==> config.mk <==
export PLATFORM = sky130hd
export DESIGN_NAME = semi_input_conditioner
export DESIGN_NICKNAME = d
export VERILOG_FILES = /design/src/rtl/semi_input_conditioner.sv
export SDC_FILE = /design/constraint.sdc
export NUM_CORES = 1
export LEC_CHECK = 0
export BUFFER_PORTS_ARGS = -buffer_cell sky130_fd_sc_hd__buf_2
export CAP_MARGIN = 20
export CORE_MARGIN = 5
export CORE_UTILIZATION = 60
export CTS_CLUSTER_DIAMETER = 60
export DETAILED_ROUTE_END_ITERATION = 8
export PLACE_DENSITY_LB_ADDON = 0.3
export SYNTH_ARGS = -nofsm -noshare
export SYNTH_HDL_FRONTEND = slang
export SYNTH_SLANG_ARGS = --single-unit
==> constraint.sdc <==
create_clock -name clk -period 2.1 [get_ports clk]
set_input_delay 0.42 -clock clk [delete_from_list [all_inputs] [get_ports clk]]
set_output_delay 0.42 -clock clk [all_outputs]
set_load 0.02 [all_outputs]
==> src/rtl/semi_input_conditioner.sv <==
// Input stage for the semi-auto driving controller: synchronises and debounces buttons and
// detector lines, and turns each fresh button press into a one-hot move command of fixed length.
module semi_input_conditioner #(
  parameter int DEBOUNCE_CNT = 10,
  parameter int DET_FILTER   = 3,
  parameter int CMD_HOLD     = 5
) (
  input  logic       clk,
  input  logic       rst_n,
  input  logic       enable,
  input  logic       btn_forward,
  input  logic       btn_left,
  input  logic       btn_right,
  input  logic       btn_backward,
  input  logic [3:0] detector_raw,
  output logic       move_forward,
  output logic       move_left,
  output logic       move_right,
  output logic       move_backward,
  output logic [3:0] detector,
  output logic       cmd_busy
);

  localparam int MAXN = (DEBOUNCE_CNT > DET_FILTER) ? DEBOUNCE_CNT : DET_FILTER;
  localparam int CW   = (MAXN > 1) ? $clog2(MAXN) : 1;
  localparam int HW   = (CMD_HOLD > 1) ? $clog2(CMD_HOLD) : 1;
  localparam logic [HW-1:0] HOLD_LOAD = HW'(CMD_HOLD - 1);

  typedef enum logic [1:0] {S_IDLE, S_HOLD, S_REL_WAIT} state_t;

  // Bits 3:0 are the buttons (fwd, left, right, back), bits 7:4 the detector lines.
  logic [7:0] w_raw;
  logic [7:0] r_s1;
  logic [7:0] r_s2;
  logic [7:0] w_stable;

  assign w_raw = {detector_raw, btn_backward, btn_right, btn_left, btn_forward};

  always_ff @(posedge clk or negedge rst_n) begin
    if (!rst_n) begin
      r_s1 <= '0;
      r_s2 <= '0;
    end else begin
      r_s1 <= w_raw;
      r_s2 <= r_s1;
    end
  end

  // The stable level flips only after N consecutive edges in which the synchronised bit differs.
  for (genvar g = 0; g < 8; g++) begin : g_filt
    localparam int N = (g < 4) ? DEBOUNCE_CNT : DET_FILTER;
    localparam logic [CW-1:0] LIM = CW'(N - 1);
    logic          r_level;
    logic [CW-1:0] r_cnt;

    always_ff @(posedge clk or negedge rst_n) begin
      if (!rst_n) begin
        r_level <= 1'b0;
        r_cnt   <= '0;
      end else if (r_s2[g] == r_level) begin
        r_cnt <= '0;
      end else if (r_cnt == LIM) begin
        r_level <= r_s2[g];
        r_cnt   <= '0;
      end else begin
        r_cnt <= r_cnt + CW'(1);
      end
    end

    assign w_stable[g] = r_level;
  end

  logic [3:0] w_btn;
  logic [3:0] r_prev;
  logic [3:0] w_rise;
  logic [3:0] w_sel;

  assign w_btn  = w_stable[3:0];
  assign w_rise = w_btn & ~r_prev;

  always_comb begin
    w_sel = 4'b0000;
    if (w_rise[0])      w_sel = 4'b0001;
    else if (w_rise[1]) w_sel = 4'b0010;
    else if (w_rise[2]) w_sel = 4'b0100;
    else if (w_rise[3]) w_sel = 4'b1000;
  end

  always_ff @(posedge clk or negedge rst_n) begin
    if (!rst_n) r_prev <= '0;
    else        r_prev <= w_btn;
  end

  state_t        r_state;
  logic [3:0]    r_move;
  logic [HW-1:0] r_hold;
  logic          r_busy;

  // Rises seen outside IDLE are simply dropped; REL_WAIT forces a full release before re-arming.
  always_ff @(posedge clk or negedge rst_n) begin
    if (!rst_n) begin
      r_state <= S_IDLE;
      r_move  <= '0;
      r_hold  <= '0;
      r_busy  <= 1'b0;
    end else if (!enable) begin
      r_state <= S_IDLE;
      r_move  <= '0;
      r_busy  <= 1'b0;
    end else begin
      case (r_state)
        S_IDLE: begin
          if (|w_rise) begin
            r_state <= S_HOLD;
            r_move  <= w_sel;
            r_hold  <= HOLD_LOAD;
            r_busy  <= 1'b1;
          end
        end
        S_HOLD: begin
          if (r_hold == '0) begin
            r_state <= S_REL_WAIT;
            r_move  <= '0;
          end else begin
            r_hold <= r_hold - HW'(1);
          end
        end
        S_REL_WAIT: begin
          if (w_btn == 4'b0000) begin
            r_state <= S_IDLE;
            r_busy  <= 1'b0;
          end
        end
        default: begin
          r_state <= S_IDLE;
          r_move  <= '0;
          r_busy  <= 1'b0;
        end
      endcase
    end
  end

  assign move_forward  = r_move[0];
  assign move_left     = r_move[1];
  assign move_right    = r_move[2];
  assign move_backward = r_move[3];
  assign detector      = w_stable[7:4];
  assign cmd_busy      = r_busy;

endmodule

==> results of run 1 <==
cell type report:
| class | count | area, sq um | share of cell area (%) |
|---|---|---|---|
| Multi-Input combinational cell | 152 | 1060 | 32.7 |
| Tap cell | 54 | 67.6 | 2.09 |
| Sequential cell | 70 | 1750 | 54.3 |
| Clock buffer | 13 | 169 | 5.24 |
| Clock inverter | 1 | 5.00 | 0.155 |
| Timing Repair Buffer | 21 | 135 | 4.19 |
| Inverter | 11 | 41.3 | 1.28 |
power breakdown:
group | switching, mW | leakage [nW] | total, mW | internal [mW]
Sequential | 0.200 | 0.906 | 1.78 | 1.58
Combinational | 0.413 | 0.620 | 0.748 | 0.335
Clock | 0.445 | 0.0914 | 0.956 | 0.511
registers in the layout, summed over array words and instances (netlist names):
signal,cells
cmd_busy,1
r_move,4
r_s2,8
g_filt.r_cnt,32
g_filt.r_level,8
r_s1,8
r_hold,3
r_state,2
r_prev,4
how the worst min path moves through the flow:
stage                      startpoint                    end  slack [ns]
floorplan                       rst_n   cmd_busy$_DFFE_PN0P_        0.12
global placement    r_s1[7]$_DFF_PN0_      r_s2[7]$_DFF_PN0_        0.33
detailed placement  r_s1[7]$_DFF_PN0_      r_s2[7]$_DFF_PN0_        0.33
CTS                             rst_n  r_hold[2]$_DFFE_PN0P_        0.09
global route                    rst_n  r_hold[2]$_DFFE_PN0P_        0.11
finish                          rst_n  r_hold[2]$_DFFE_PN0P_        0.08
critical path, stage by stage, from the launching register on:
cell,delay [ns]
dfrtp_1,0.38
inv_1,0.07
ha_1,0.21
nand2b_1,0.11
nand3_1,0.20
and3_1,0.21
o22a_1,0.19
cell usage after synthesis, types with 2 or more instances:
cell type,instances
a21oi_1,2
a31o_2,2
and3_1,2
buf_4,4
dfrtp_1,70
ha_1,16
inv_1,11
mux2_2,8
mux2i_1,2
nand2_1,15
nand2b_1,5
nand3_1,10
nand3b_1,5
nor2_1,37
nor2b_1,6
o21ai_0,3
xnor2_1,8
xor2_1,16
metal layers:
metal  track usage [%]  share of wire [%]  vias to the layer above
li1                  -                  -                      835
met1              18.6                 46                      829
met2              25.3                 49                       32
met3              7.48                4.9                        3
met4              5.67               0.80                        0
met5                 0                  0                        -
cell families after synthesis:
kind of cell | after synthesis | share of synthesized area (%)
compound gates | 18 | 4.87
xor+xnor | 24 | 7.30
fa+ha+maj | 16 | 6.95
buf+inv | 15 | 2.48
flops | 70 | 60.8
mux | 10 | 3.82
simple gates | 84 | 13.7
==> flow_metrics.tcl, run 1 <==
set metrics [dict create \
    cts_hold_buf 0 \
    port_buffers 19 \
    r2r_start "r_hold[0]$_DFFE_PN0P_" \
    grt_overflow 0 \
    peakVddDrop_v 0.000721 \
    leakagePower_nw 1.62 \
    mostFrequentLayoutCell "dfrtp_1" \
    max_slew_margin_pct 60.2 \
    cp-start-kind "flop" \
    hold_ws_ns 0.0830 \
    fin_util_pct 68.7 \
    grt_pass1_wl_um 7450 \
    ys_top_cells_by_area "dfrtp_1 61%, ha_1 7.0%, xor2_1 4.9%, nor2_1 4.8%, mux2_2 3.1%" \
    drt_wl_total_um 4150 \
    ys_seq_elements 70 \
    skew_ns 0.00670 \
    grt_max_degree 26 \
    finalMaxSlewViolations 0 \
    synth_edf_count 0 \
    coreArea_sq_mm 0.00469 \
    critPathLaunch "r_hold[0]$_DFFE_PN0P_" \
    track_usage_pct 15.8 \
    wl_per_cell_um 12.9 \
    cts_sinks 70 \
    rsz0062_at_grt "false" \
    place_inst 308 \
    cap_violations 0 \
    fp.dieH_um 79.3 \
    cp.required_ns 2.33 \
    area_delta_synth_final_pct 12.0 \
    clock.fmax_mhz 677 \
    tns_ns 0 \
    ios 20 \
    status "finished, final reports clean" \
    power.total_mw 3.48 \
    fill_cells 355 \
    critPathCapture "r_move[3]$_DFFE_PN0P_" \
    syn_nets 264 \
    syn_area_sq_mm 0.00288 \
    timing.final.crit_share_pct 70.3 \
    yosysTopAreaCellShare_pct 60.8 \
    final_cells 322 \
    root_buffer "clkbuf_8" \
    yosysWarnings 0 \
    via_per_inst 5.28 \
    syn_inst 237 \
    tightest_slew_ns 0.596 \
    initial_core_util_pct 61.4 \
    hold_viol_final 0 \
    clk_latency_ns 0.33 \
    ant_nets 0 \
    cts_tree "yes" \
    r2r_end "r_move[3]$_DFFE_PN0P_" \
    setup_violations 0 \
    hold_path.class "in2async" \
    cts.clk_slew.worst_paths_ns 0.07 \
    cellPowerDensity_mw_per_mm2 1080 \
    drive_above_1_share_pct 17.5 \
    rows 25 \
    layout_common_cells "70 x dfrtp_1, 37 x nor2_1, 19 x buf_2" \
    pre_cts_ws_ns 0.508 \
    post-route-cell-area_sq_mm 0.00323 \
    cts_made_buffers 9 \
    dpl_cell_area_sq_mm 0.00305 \
    async_reset_ff_share_pct 100 \
    cts_setup_buffers 0 \
    die_area_sq_mm 0.00628 \
    crit_type "reg2reg" \
    drt_iter0_drc 54 \
    dr.pass1.iters 4 \
    diodes 0 \
    synthFlopType "dfrtp_1" \
    htreeDepth 3 \
    final_net_count 292 \
    period_minus_slack_ns 1.48 \
    clockBufferDepth 2 \
    cts_resized 0 \
    setup_ws_ns 0.623 \
    place_congestion 0.802 \
    worstPathArrival_ns 1.70 \
    grt_pass1_vias 1737 \
    post-route-drc-count 0 \
    vias 1699 \
    synth_top_area_cell "dfrtp_1" \
    antenna_found_initial 0 \
    reg2regPathDepth 6 \
    dp_hpwl_um 2970 \
    synth.avg_cell_area_sq_um 12.1 \
    crit_path_end_kind "flop" \
    fp.dieW_um 79.3 \
    ys_seq_area_share_pct 60.8 \
    cp_max_fo 5 \
    r2r_setup_slack_ns 0.62 \
    synth_cell_types 33 \
]
(Power assumes the default switching activity.)
==> inputs of run 2 (changes only) <==
--- a/config.mk
+++ b/config.mk
@@ -8,7 +8,7 @@
 export BUFFER_PORTS_ARGS = -buffer_cell sky130_fd_sc_hd__buf_2
 export CAP_MARGIN = 20
 export CORE_MARGIN = 5
-export CORE_UTILIZATION = 60
+export CORE_UTILIZATION = 59
 export CTS_CLUSTER_DIAMETER = 60
 export DETAILED_ROUTE_END_ITERATION = 8
 export PLACE_DENSITY_LB_ADDON = 0.3
==> constraint.sdc (replaced) <==
create_clock -name clk -period 1.5 [get_ports clk]
set_input_delay 0.3 -clock clk [delete_from_list [all_inputs] [get_ports clk]]
set_output_delay 0.3 -clock clk [all_outputs]
set_load 0.02 [all_outputs]
==> run 2 against run 1 <==
Effect of this change:
- combinational power grew 40%
- clock power grew 91%
- core utilization grew 1.8 points
- die area grew 1.5%
- via count shrank 0.88%
- power grew 54%
- cell area grew 3.3%
- clock skew grew 0.0034 ns
- wire length shrank 1.1%
- worst hold slack lost 0.021 ns
- sequential power grew 39%
- final cell count grew 5.3%
- critical endpoint is now r_hold[1]$_DFFE_PN0P_
- largest cell class unchanged
==> flow_metrics.tcl, run 2 (synthesis gave the netlist of run 1 again) <==
set metrics [dict create \
    seqCellArea_sq_mm 0.00175 \
    root_buffer "clkbuf_8" \
    cts_made_buffers 9 \
    place_congestion 0.736 \
    coreArea_sq_mm 0.00472 \
    rows 25 \
    cellPowerDensity_mw_per_mm2 1610 \
    area_delta_synth_final_pct 15.8 \
    clock.fmax_mhz 692 \
    layout_common_cells "69 x dfrtp_1, 37 x nor2_1, 19 x buf_2" \
    ant_nets 0 \
    r2r_start "r_state[1]$_DFFE_PN0P_" \
    status "finished, final reports clean" \
    timing.final.crit_share_pct 96.3 \
    reg2regPathDepth 4 \
    r2r_setup_slack_ns 0.06 \
    period_minus_slack_ns 1.44 \
    peakVddDrop_v 0.000889 \
    cts.clk_slew.worst_paths_ns 0.08 \
    hold_path.class "in2reg" \
    post-route-cell-area_sq_mm 0.00333 \
    cts_tree "yes" \
    tightest_slew_ns 0.356 \
    finalMaxSlewViolations 0 \
    dp_hpwl_um 2720 \
    min_to "r_s1[1]$_DFF_PN0_" \
    grt_max_degree 71 \
    track_usage_pct 15.6 \
    dr.pass1.iters 4 \
    drt_wl_total_um 4100 \
    clockBufferDepth 2 \
    rsz0062_at_grt "true" \
    port_buffers 19 \
    clk_latency_ns 0.34 \
    antenna_found_initial 0 \
    skew_ns 0.0101 \
    fill_cells 311 \
    htreeDepth 3 \
    grt_overflow 0 \
    leakagePower_nw 1.65 \
    grt_pass1_vias 1737 \
    r2r_end "r_hold[1]$_DFFE_PN0P_" \
    via_per_inst 4.97 \
    cp-start-kind "flop" \
    cts_setup_buffers 0 \
    ios 20 \
    fp.dieW_um 79.9 \
    max_slew_margin_pct 76.2 \
    final_net_count 294 \
    cap_violations 0 \
    largest_reg_flops 32 \
    hp-start "btn_left" \
    cp.required_ns 1.72 \
    initial_core_util_pct 61.0 \
    hold_viol_final 0 \
    fp.dieH_um 79.9 \
    cts_sinks 70 \
    cp_max_fo 6 \
    regMostFlops "g_filt.r_cnt" \
    mostFrequentLayoutCell "dfrtp_1" \
    dpl_cell_area_sq_mm 0.00306 \
    fin_util_pct 70.6 \
    die_area_sq_mm 0.00638 \
    crit_type "reg2reg" \
    drive_above_1_share_pct 18.8 \
    drt_iter0_drc 74 \
    setup_violations 0 \
    multiInputGateArea_sq_mm 0.00107 \
    min_path_cells 1 \
    crit_path_end_kind "flop" \
    wl_per_cell_um 12.1 \
    vias 1684 \
    worstPathArrival_ns 1.67 \
    post-route-drc-count 0 \
    diodes 0 \
    grt_pass1_wl_um 7490 \
]
-- run 2: area by class of cell --
cell class                      instances  area share, %
Timing Repair Buffer                   23           4.20
Inverter                               11           1.24
Clock inverter                          5           3.19
Sequential cell                        70           52.6
Clock buffer                           11           4.24
Tap cell                               67           2.52
Multi-Input combinational cell        152           32.0
-- run 2: where the power goes --
group | switching, mW | leakage [nW] | total, mW | internal (mW)
Combinational | 0.575 | 0.625 | 1.05 | 0.477
Clock | 0.673 | 0.120 | 1.83 | 1.15
Sequential | 0.277 | 0.904 | 2.48 | 2.21
-- run 2: worst max-delay path, cell delays in order, from the launching register on --
cell and delay [ns]:
dfrtp_2 0.44, or3b_4 0.44, a41oi_4 0.21, a31o_2 0.16, o22ai_1 0.08
-- run 2: stage by stage --
| stage | setup TNS (ns) | instances | hold WS, ns | setup slack (ns) | power (mW) |
|---|---|---|---|---|---|
| 2_1_floorplan | 0 | 237 | 0.00441 | 0.157 | 3.33 |
| 6_report | 0 | 339 | 0.0623 | 0.0558 | 5.36 |
| 4_1_cts | 0 | 339 | 0.0405 | 0.0455 | 5.43 |
| 5_1_grt | -0.0244 | 339 | 0.0376 | -0.0136 | 5.73 |
| 3_5_place_dp | 0 | 322 | 0.336 | 0.0585 | 3.57 |
| 3_3_place_gp | 0 | 322 | 0.331 | 0.0831 | 3.52 |
-- run 2: metal layers --
| metal | vias up | track usage, % | wire [um] |
|---|---|---|---|
| met4 | 0 | 8.11 | 72 |
| met1 | 809 | 19.1 | 1900 |
| met3 | 6 | 5.87 | 185 |
| li1 | 843 | - | - |
| met5 | - | 0 | 0 |
| met2 | 26 | 24.0 | 1940 |
-- run 2: worst max path at each step --
stage | from | end | slack, ns | depth (start not counted)
after detailed placement | r_state[1]$_DFFE_PN0P_ | r_hold[1]$_DFFE_PN0P_ | 0.06 | 4
after global placement | r_state[1]$_DFFE_PN0P_ | r_hold[1]$_DFFE_PN0P_ | 0.08 | 4
after CTS | r_state[1]$_DFFE_PN0P_ | r_hold[1]$_DFFE_PN0P_ | 0.05 | 4
after global routing | r_state[1]$_DFFE_PN0P_ | r_hold[1]$_DFFE_PN0P_ | -0.01 | 4
after floorplan | r_state[1]$_DFFE_PN0P_ | r_hold[1]$_DFFE_PN0P_ | 0.16 | 4
final | r_state[1]$_DFFE_PN0P_ | r_hold[1]$_DFFE_PN0P_ | 0.06 | 4
-- run 2: repair_timing --
item	in CTS	in global routing
hold endpoints to repair	70	0
hold buffers	1	0
setup endpoints to repair	0	4
gates resized for setup	0	2
==> inputs of run 3 (changes only) <==
--- a/config.mk
+++ b/config.mk
@@ -5,7 +5,7 @@
 export SDC_FILE = /design/constraint.sdc
 export NUM_CORES = 1
 export LEC_CHECK = 0
-export BUFFER_PORTS_ARGS = -buffer_cell sky130_fd_sc_hd__buf_2
+export BUFFER_PORTS_ARGS = -buffer_cell sky130_fd_sc_hd__buf_4
 export CAP_MARGIN = 20
 export CORE_MARGIN = 5
 export CORE_UTILIZATION = 59
==> run 3 against run 2 <==
Effect of this change:
- worst hold slack improved by 0.014 ns
- maximum frequency increased by 0.27%
- non-clock buffer count increased by 1
- final cell count unchanged
- global-route usage decreased by 0.94 points
- die area unchanged
- combinational power increased by 6%
- via count increased by 0.24%
- worst setup slack improved by 0.0038 ns
- register-to-register slack about the same
- largest cell class unchanged
- cell area decreased by 0.79%
- clock-buffer cell count increased by 3
==> flow_metrics.tcl, run 3 (synthesis gave the netlist of run 1 again) <==
set metrics [dict create \
    status "finished, final reports clean" \
    vias 1688 \
    mostFrequentLayoutCell "dfrtp_1" \
    antenna_found_initial 0 \
    setup_violations 0 \
    largest_reg_flops 32 \
    reg2regPathDepth 4 \
    layout_common_cells "70 x dfrtp_1, 37 x nor2_1, 22 x buf_4" \
    cp_max_fo 6 \
    r2r_end "r_hold[1]$_DFFE_PN0P_" \
    fp.dieH_um 79.9 \
    grt_pass1_vias 1655 \
    htreeDepth 3 \
    ant_nets 0 \
    critPathLaunch "r_state[1]$_DFFE_PN0P_" \
    skew_ns 0.00428 \
    clockBufferDepth 2 \
    via_per_inst 4.98 \
    cp.required_ns 1.71 \
    cts.clk_slew.worst_paths_ns 0.06 \
    power.total_mw 4.87 \
    min_path_cells 1 \
    die_area_sq_mm 0.00638 \
    cts_tree "yes" \
    hp-start "btn_forward" \
    diodes 0 \
    ios 20 \
    place_congestion 0.800 \
    leakagePower_nw 1.63 \
    fill_cells 333 \
    cts_sinks 70 \
    cap_violations 0 \
    drt_iter0_drc 50 \
    grt_overflow 0 \
    tightest_slew_ns 0.359 \
    cts_setup_buffers 0 \
    track_usage_pct 14.7 \
    r2r_setup_slack_ns 0.06 \
    max_slew_margin_pct 75.9 \
    grt_pass1_wl_um 7030 \
    timing.final.crit_share_pct 96.0 \
    clk_latency_ns 0.33 \
    clock.fmax_mhz 694 \
    tns_ns 0 \
    period_minus_slack_ns 1.44 \
    hold_path.class "in2reg" \
    area_delta_synth_final_pct 14.9 \
    multiInputGateArea_sq_mm 0.00107 \
    cellPowerDensity_mw_per_mm2 1470 \
    grt_max_degree 29 \
    fp.dieW_um 79.9 \
    final_net_count 295 \
    seqCellArea_sq_mm 0.00175 \
    regMostFlops "g_filt.r_cnt" \
    crit_type "reg2reg" \
    r2r_start "r_state[1]$_DFFE_PN0P_" \
    initial_core_util_pct 61.0 \
    worstPathArrival_ns 1.65 \
    coreArea_sq_mm 0.00472 \
    min_to "r_s1[0]$_DFF_PN0_" \
    cp-start-kind "flop" \
    cts_made_buffers 9 \
    drive_above_1_share_pct 17.6 \
    port_buffers 19 \
    hold_viol_final 0 \
    finalMaxSlewViolations 0 \
    dp_hpwl_um 2870 \
    fin_util_pct 70.0 \
    post-route-drc-count 0 \
    drt_wl_total_um 3990 \
    crit_path_end_kind "flop" \
    rows 25 \
    root_buffer "clkbuf_8" \
    wl_per_cell_um 11.8 \
    dr.pass1.iters 4 \
    rsz0062_at_grt "true" \
    peakVddDrop_v 0.000857 \
]
run 3: changes by cell type in the layout (fill, tap and decap cells not counted), sizes merged:
| cell | before | now |
|---|---|---|
| clkinvlp | 1 | 0 |
| buf | 22 | 23 |
| clkbuf | 11 | 14 |
| bufinv | 3 | 0 |
run 3: layer usage:
layer	GRT usage, %	up-vias	wire length, um
met5	0	-	0
met4	6.08	0	59
met3	5.76	6	192
met2	23.1	28	1870
met1	18.0	811	1880
li1	-	843	-
run 3: where the power goes:
group          leakage [nW]  switching (mW)  total, mW  internal, mW
combinational         0.641           0.586       1.11         0.525
clock                0.0865           0.599       1.28         0.681
sequential            0.906           0.273       2.48          2.21
run 3: worst max-delay path by stage:
| stage | endpoint | slack (ns) | cells past startpoint |
|---|---|---|---|
| 3_3_place_gp | r_hold[1]$_DFFE_PN0P_ | 0.08 | 4 |
| 5_1_grt | r_hold[0]$_DFFE_PN0P_ | -0.02 | 4 |
| 3_5_place_dp | r_hold[1]$_DFFE_PN0P_ | 0.06 | 4 |
| 2_1_floorplan | r_hold[1]$_DFFE_PN0P_ | 0.16 | 4 |
| 4_1_cts | r_hold[1]$_DFFE_PN0P_ | 0.06 | 4 |
| 6_report | r_hold[1]$_DFFE_PN0P_ | 0.06 | 4 |
run 3: layout make-up:
| class | instances | area share, % |
|---|---|---|
| well taps | 67 | 2.53 |
| inverters | 11 | 1.25 |
| clock buffers | 14 | 4.92 |
| multi-input cells | 152 | 32.3 |
| clock inverters | 1 | 0.151 |
| repair buffers | 24 | 5.90 |
| flip-flops and latches | 70 | 53.0 |
run 3: per-stage QoR:
step | cell area [sq um] | cells | hold slack [ns] | worst slack (ns)
after floorplan | 2880 | 237 | 0.00441 | 0.157
after global placement | 3120 | 323 | 0.240 | 0.0819
after detailed placement | 3120 | 323 | 0.239 | 0.0620
after CTS | 3300 | 339 | 0.0545 | 0.0587
after global routing | 3310 | 339 | 0.0487 | -0.0186
final | 3310 | 339 | 0.0767 | 0.0596
run 3: critical path: stages, from the launching register on:
cell and delay, ns:
dfrtp_1 0.42, or3b_4 0.45, a41oi_4 0.22, a31o_2 0.16, o22ai_1 0.08
run 3: what timing repair did:
| action | CTS | global route |
|---|---|---|
| gates resized for setup | 0 | 1 |
| hold buffers | 1 | 0 |
| hold endpoints to repair | 25 | 0 |
| endpoints found under the setup margin | 0 | 3 |
